### config.mk
export PLATFORM = sky130hd
export DESIGN_NAME = toggle_handshake_rx
export DESIGN_NICKNAME = d
export VERILOG_FILES = /design/src/rtl/toggle_handshake_rx.sv
export SDC_FILE = /design/constraint.sdc
export NUM_CORES = 1
export LEC_CHECK = 0
export CAP_MARGIN = 20
export CORE_AREA = 5 5 58 60
export CTS_BUF_LIST = sky130_fd_sc_hd__clkbuf_4
export DETAILED_ROUTE_END_ITERATION = 16
export DIE_AREA = 0 0 63 65
export PLACE_DENSITY = 0.79
export SLEW_MARGIN = 0
export SYNTH_ARGS = -nofsm -noshare
export SYNTH_HDL_FRONTEND = slang
export SYNTH_SLANG_ARGS = --single-unit
### constraint.sdc
create_clock -name clk -period 1.5 [get_ports clk]
set_input_delay 0.225 -clock clk [delete_from_list [all_inputs] [get_ports clk]]
set_output_delay 0.225 -clock clk [all_outputs]
set_load 0.01 [all_outputs]
### src/rtl/toggle_handshake_rx.sv
// Receive end of a 2-phase toggle handshake: synchronises req_tgl, presents each
// request as one valid/ready word and toggles ack_tgl once that word is accepted.
module toggle_handshake_rx #(
  parameter int DATA_W      = 8,
  parameter int SYNC_STAGES = 2,
  parameter int CNT_W       = 16
) (
  input  logic              clk,
  input  logic              reset,
  input  logic              req_tgl,
  input  logic [DATA_W-1:0] data_in,
  output logic              ack_tgl,
  output logic              out_valid,
  output logic [DATA_W-1:0] out_data,
  input  logic              out_ready,
  output logic              proto_err,
  output logic [CNT_W-1:0]  xfer_count
);

  typedef enum logic {IDLE, HOLD} state_t;

  state_t                 state_q, state_d;
  logic [SYNC_STAGES-1:0] sync_q, sync_d;
  logic                   req_seen_q, req_seen_d;
  logic                   ack_q, ack_d;
  logic [DATA_W-1:0]      data_q, data_d;
  logic                   err_q, err_d;
  logic [CNT_W-1:0]       count_q, count_d;
  logic                   req_sync;
  logic                   pending;

  assign sync_d   = {sync_q[SYNC_STAGES-2:0], req_tgl};
  assign req_sync = sync_q[SYNC_STAGES-1];
  assign pending  = (req_sync != req_seen_q);

  always_ff @(posedge clk) begin
    if (!reset) begin
      state_q <= IDLE;
    end else begin
      state_q <= state_d;
    end
  end

  always_comb begin
    state_d = state_q;
    case (state_q)
      IDLE:    if (pending)   state_d = HOLD;
      HOLD:    if (out_ready) state_d = IDLE;
      default: state_d = IDLE;
    endcase
  end

  always_comb begin
    out_valid  = (state_q == HOLD);
    out_data   = data_q;
    ack_tgl    = ack_q;
    proto_err  = err_q;
    xfer_count = count_q;
  end

  // A request arriving during HOLD stays pending (req_seen untouched) and is taken in IDLE.
  always_comb begin
    req_seen_d = req_seen_q;
    ack_d      = ack_q;
    data_d     = data_q;
    err_d      = err_q;
    count_d    = count_q;
    case (state_q)
      IDLE: begin
        if (pending) begin
          data_d     = data_in;
          req_seen_d = req_sync;
        end
      end
      HOLD: begin
        if (out_ready) begin
          ack_d   = ~ack_q;
          count_d = count_q + CNT_W'(1);
        end
        if (pending) err_d = 1'b1;
      end
      default: ;
    endcase
  end

  always_ff @(posedge clk) begin
    if (!reset) begin
      sync_q     <= '0;
      req_seen_q <= 1'b0;
      ack_q      <= 1'b0;
      data_q     <= '0;
      err_q      <= 1'b0;
      count_q    <= '0;
    end else begin
      sync_q     <= sync_d;
      req_seen_q <= req_seen_d;
      ack_q      <= ack_d;
      data_q     <= data_d;
      err_q      <= err_d;
      count_q    <= count_d;
    end
  end

endmodule

After elaboration in Yosys (flattened, before gate mapping) --
Index checks and enable logic that the tools add are counted.
Cells by class: muxes and demuxes 3, equal/unequal tests 1, add/subtract/negate cells 1, reduce and logical (&&, ||, !) cells 3, bitwise logic cells 2
Operator list (count):
- $add 16x1->16 const B | 1
- $reduce_and 2->1 | 3
- $mux 1 | 2
- $not 1->1 | 2
- $pmux 1 s2 | 1
- $ne 1x1->1 | 1
Storage, ports and cells: register bits 30, output and inout bits 27, input bits 12, logic and storage cells 17

Depth between registers and ports, before layout --
word-level depth 3, gate-level depth with buffers 5, gate-level depth less buffers 5

Least setup slack after synthesis --
Ideal clock, no wire load.
kind register to register, start reg state_q (netlist: out_valid), end reg count_q[11] (netlist: xfer_count[11]), slack 0.061 ns, cell stages (with the launch flop) 6, path buffers 1, period minus slack after synthesis 1.439 ns, library setup time 0.070 ns, required time 1.430 ns, arrival 1.369 ns, cell sequence dfxtp_1 buf_6 and4_4 nand4_4 or3_1 a21boi_1
On the way: cells in the longest elaborated chain, start to end 1
RTL lines:
- start, declared | RTL line 22 | state_t state_q, state_d;
- start signal, assigned | RTL line 40 | state_q <= state_d;
- $reduce_and 2->1 (no source line)
- end signal, assigned | RTL line 100 | count_q <= count_d;
- end, declared | RTL line 28 | logic [CNT_W-1:0] count_q, count_d;
No other way between the ends. A chain may end at the register's enable or synchronous reset.

Worst setup path after layout --
start reg count_q[2] (netlist: xfer_count[2]), end out xfer_count[2]
RTL lines:
- end, declared | RTL line 17 | output logic [CNT_W-1:0] xfer_count
No word-level cell between the ends.

==> results.md <==
* Post-synthesis compound-gate area fraction at 6.93%
* Most frequent cells in the layout: clkdlybuf4s50_1, dfxtp_1, and2_1, buf_4, xnor2_1
* Final hold vios at 0
* Non-Filler Cell Area, Final at 1850 um^2
* Critical Path Max Stage Delay at 0.54 ns
* Maximum vdd drop at 1.08 mV
* Drt pass-1 iters at 4
* Worst-path clk slew at ~0.1 ns
* WL/cell at 13.1 um
* GRT overflow at 0
* Reg2reg path depth at 5
* Final setup violation count at 0
* Final number of max-transition violations at 0
* Total Power at between 1500 and 2000 uW
* Starting DRC count in detailed routing at 50
* Largest net degree at the start of global routing at 21
* Avg Cell Area, Syn at 10.4 um^2
* Core Area at approximately 2900 um^2
* Max Fclk at 0.690 GHz
* DRC violations left at 0
* Leakage at about 0.00087 uW
* Yosys warnings at 0
* WP buf/inv at 1
* CTS Root Cell: clkbuf_4
* Synth Instances at 122
* First-pass GRT wire length at ~4.6 mm
* M3 GR Usage at under 10%
* Total number of vias at 1046
* Tmin final at 1.45 ns
* Met2 usage at 24.0%
* WP data required at 1.27 ns
* Worst hold path class: flip-flop to flip-flop
* Nets at 187
* Die X-Extent at 63 um
* Area growth syn-to-layout at 46.4%
* Slew @ Worst Pin at ~0.23 ns
* Startpoint Class: flip-flop
* Syn Std Cell Area at 1260 um^2
* Hold_buf cts at 0
* Post-Route WL at between 2 and 3 mm
* Sequential share of the synthesized area at 47.5%
* Max cap viols at 0
* CTS tree: built
* Outcome: complete, no violations
* Total CTS buffers at 5
* Maximum fanout along the worst path at 4
* Clock Power Share at 38.9%
* Clk_lat worst skew at 0.31 ns
* Crit path arrival time at 1.22 ns
* RSZ-0062 raised after global routing: no
* RePlAce Congestion at between 0.8 and 0.9
* WHS at 0.456 ns
* Synth cell types at 28
* Number of global-route vias before repair at 1040
* I/O Pins at 39
* # port buffers at 38
* Die area at 4100 um^2
* Cell Area, Placed at 1750 um^2
* Place WS at -0.193 ns
* Clock Skews at approximately 0.014 ns
* Final ANT Viol Nets at 0
* # diodes at 0
* P_sw at 349 uW
* Met1 Usage GRT at about 16%
* CP Class: flip-flop to output port
* Flop pwr share at approximately half
* Worst path depth at 1
* Antenna violations before repair at 0
* Largest family of logic cells by synthesized area: simple AND/OR/NAND/NOR gates
* Synth Area in Adders at less than 1%
* Total negative slack at 0 ns
* Routed vias/inst at around 5
* Rows at 20
* Switch share at between 20 and 25%
* Post-synthesis simple-gate area fraction at 26.9%
* Slew Limit Headroom at 84.5%
* Final worst slack at roughly 0.052 ns
* Die span in y at 65 um
* Most common cell after layout, fill and taps aside: clkdlybuf4s50_1
* Fill cells at 236
* Share of cells above drive strength 1 at 19.4%
* Total GRT Usage at between 10% and 20%
* Comb power frac at a little under a tenth
* CTS H-tree lvls at 2
* Post-synthesis mux area share at 7.13%
* GRT busiest layer: met2
* CTS Buffer Depth at 2
* Hold path cells at 1
* Xor/xnor share of the synthesized area at slightly above 8%
* Top delay family on crit path: buffers and inverters
* HPWL Detailed at between 2 and 2.5 mm
* Fin crit share at 96.6%
* Internal power at 1250 uW
* Crit-path slowest cell: clkdlybuf4s50_1
* Total clock sinks at 30
* CP Capture Type: output port
* Starting density of the core at 43.9%
* Syn Nets at 135
* CP Cell Sequence: clkdlybuf4s50_1
* Seq cells post-synth at 30
* PD cells at 866 nW/um^2
## worst paths after layout
path / startpoint / endpoint / slack, ns
worst max-delay path: xfer_count[2] / xfer_count[2] / 0.05
worst min-delay path: sync_q[0] / sync_q[1] / 0.46
worst max register to register: xfer_count[0] / xfer_count[14] / 0.07
worst min register to register: sync_q[0] / sync_q[1] / 0.46
## per-stage QoR
step / instances / util [%]
4_1_cts: 208 / 63.4
3_5_place_dp: 200 / 60.7
6_report: 208 / 64.3
2_1_floorplan: 122 / -
3_3_place_gp: 200 / 60.7
5_1_grt: 208 / 64.3
## synth_stat cells
cell / count / area, um^2
and4_4: 3 / 33.8
and2_1: 14 / 87.6
o211a_1: 1 / 10.0
or3_1: 4 / 25.0
and4_1: 1 / 8.76
nand2b_1: 1 / 6.26
dfxtp_1: 30 / 601
a21oi_1: 1 / 5.00
buf_2: 1 / 5.00
o211ai_1: 1 / 7.51
clkbuf_1: 3 / 11.3
ha_1: 1 / 12.5
nand4_1: 4 / 25.0
nand3_2: 1 / 10.0
nor2b_1: 10 / 62.6
buf_6: 1 / 11.3
nand2_1: 6 / 22.5
a21boi_1: 4 / 30.0
a21boi_0: 1 / 7.51
xnor2_1: 11 / 96.3
mux2i_1: 9 / 90.1
o21ai_0: 2 / 10.0
xor2_1: 1 / 8.76
nand3_1: 6 / 30.0
nand4_4: 1 / 21.3
o21ai_1: 2 / 10.0
o31ai_1: 1 / 7.51
and2b_1: 1 / 7.51
## logic make-up after synthesis
logic type	after synthesis
adders and majority gates	1
buffers and inverters	5
muxes	9
AOI/OAI and AO/OA	13
and+or+nand+nor	52
DFF	30
xor gates and xnor gates	12
## routing by layer
metal / vias to the layer above / wire (um)
li1: 523 / -
met1: 500 / 1190
met2: 21 / 1410
met3: 2 / 112
met4: 0 / 25
met5: - / 0
## state kept, by name, summed over array words and instances (netlist names)
signal	flops
sync_q	2
out_data	8
ack_tgl	1
out_valid	1
req_seen_q	1
proto_err	1
xfer_count	16
## what timing repair did
action | CTS | global route
endpoints found under the setup margin | 13 | 13
gates resized for setup | 13 | 12
pin swaps | 0 | 1
cloned | 0 | 0
setup buffers | 0 | 0
endpoints found under the hold margin | 0 | 0
## cell type report
cell class,count,area (um^2),share of cell area (%)
multi-input combinational,87,636,34.3
sequential,30,614,33.2
timing repair buffer,50,482,26.0
tap,33,41.3,2.23
clock inverter,3,40.0,2.16
clock buffer,5,37.5,2.03
## power groups by stage
stage	sequential [uW]	combinational (uW)	clock [uW]
2_1_floorplan	854	64.8	0
5_1_grt	832	162	678
6_report	828	150	624
4_1_cts	830	153	633
3_3_place_gp	847	151	0
3_5_place_dp	848	154	0
(Power assumes the default switching activity.)
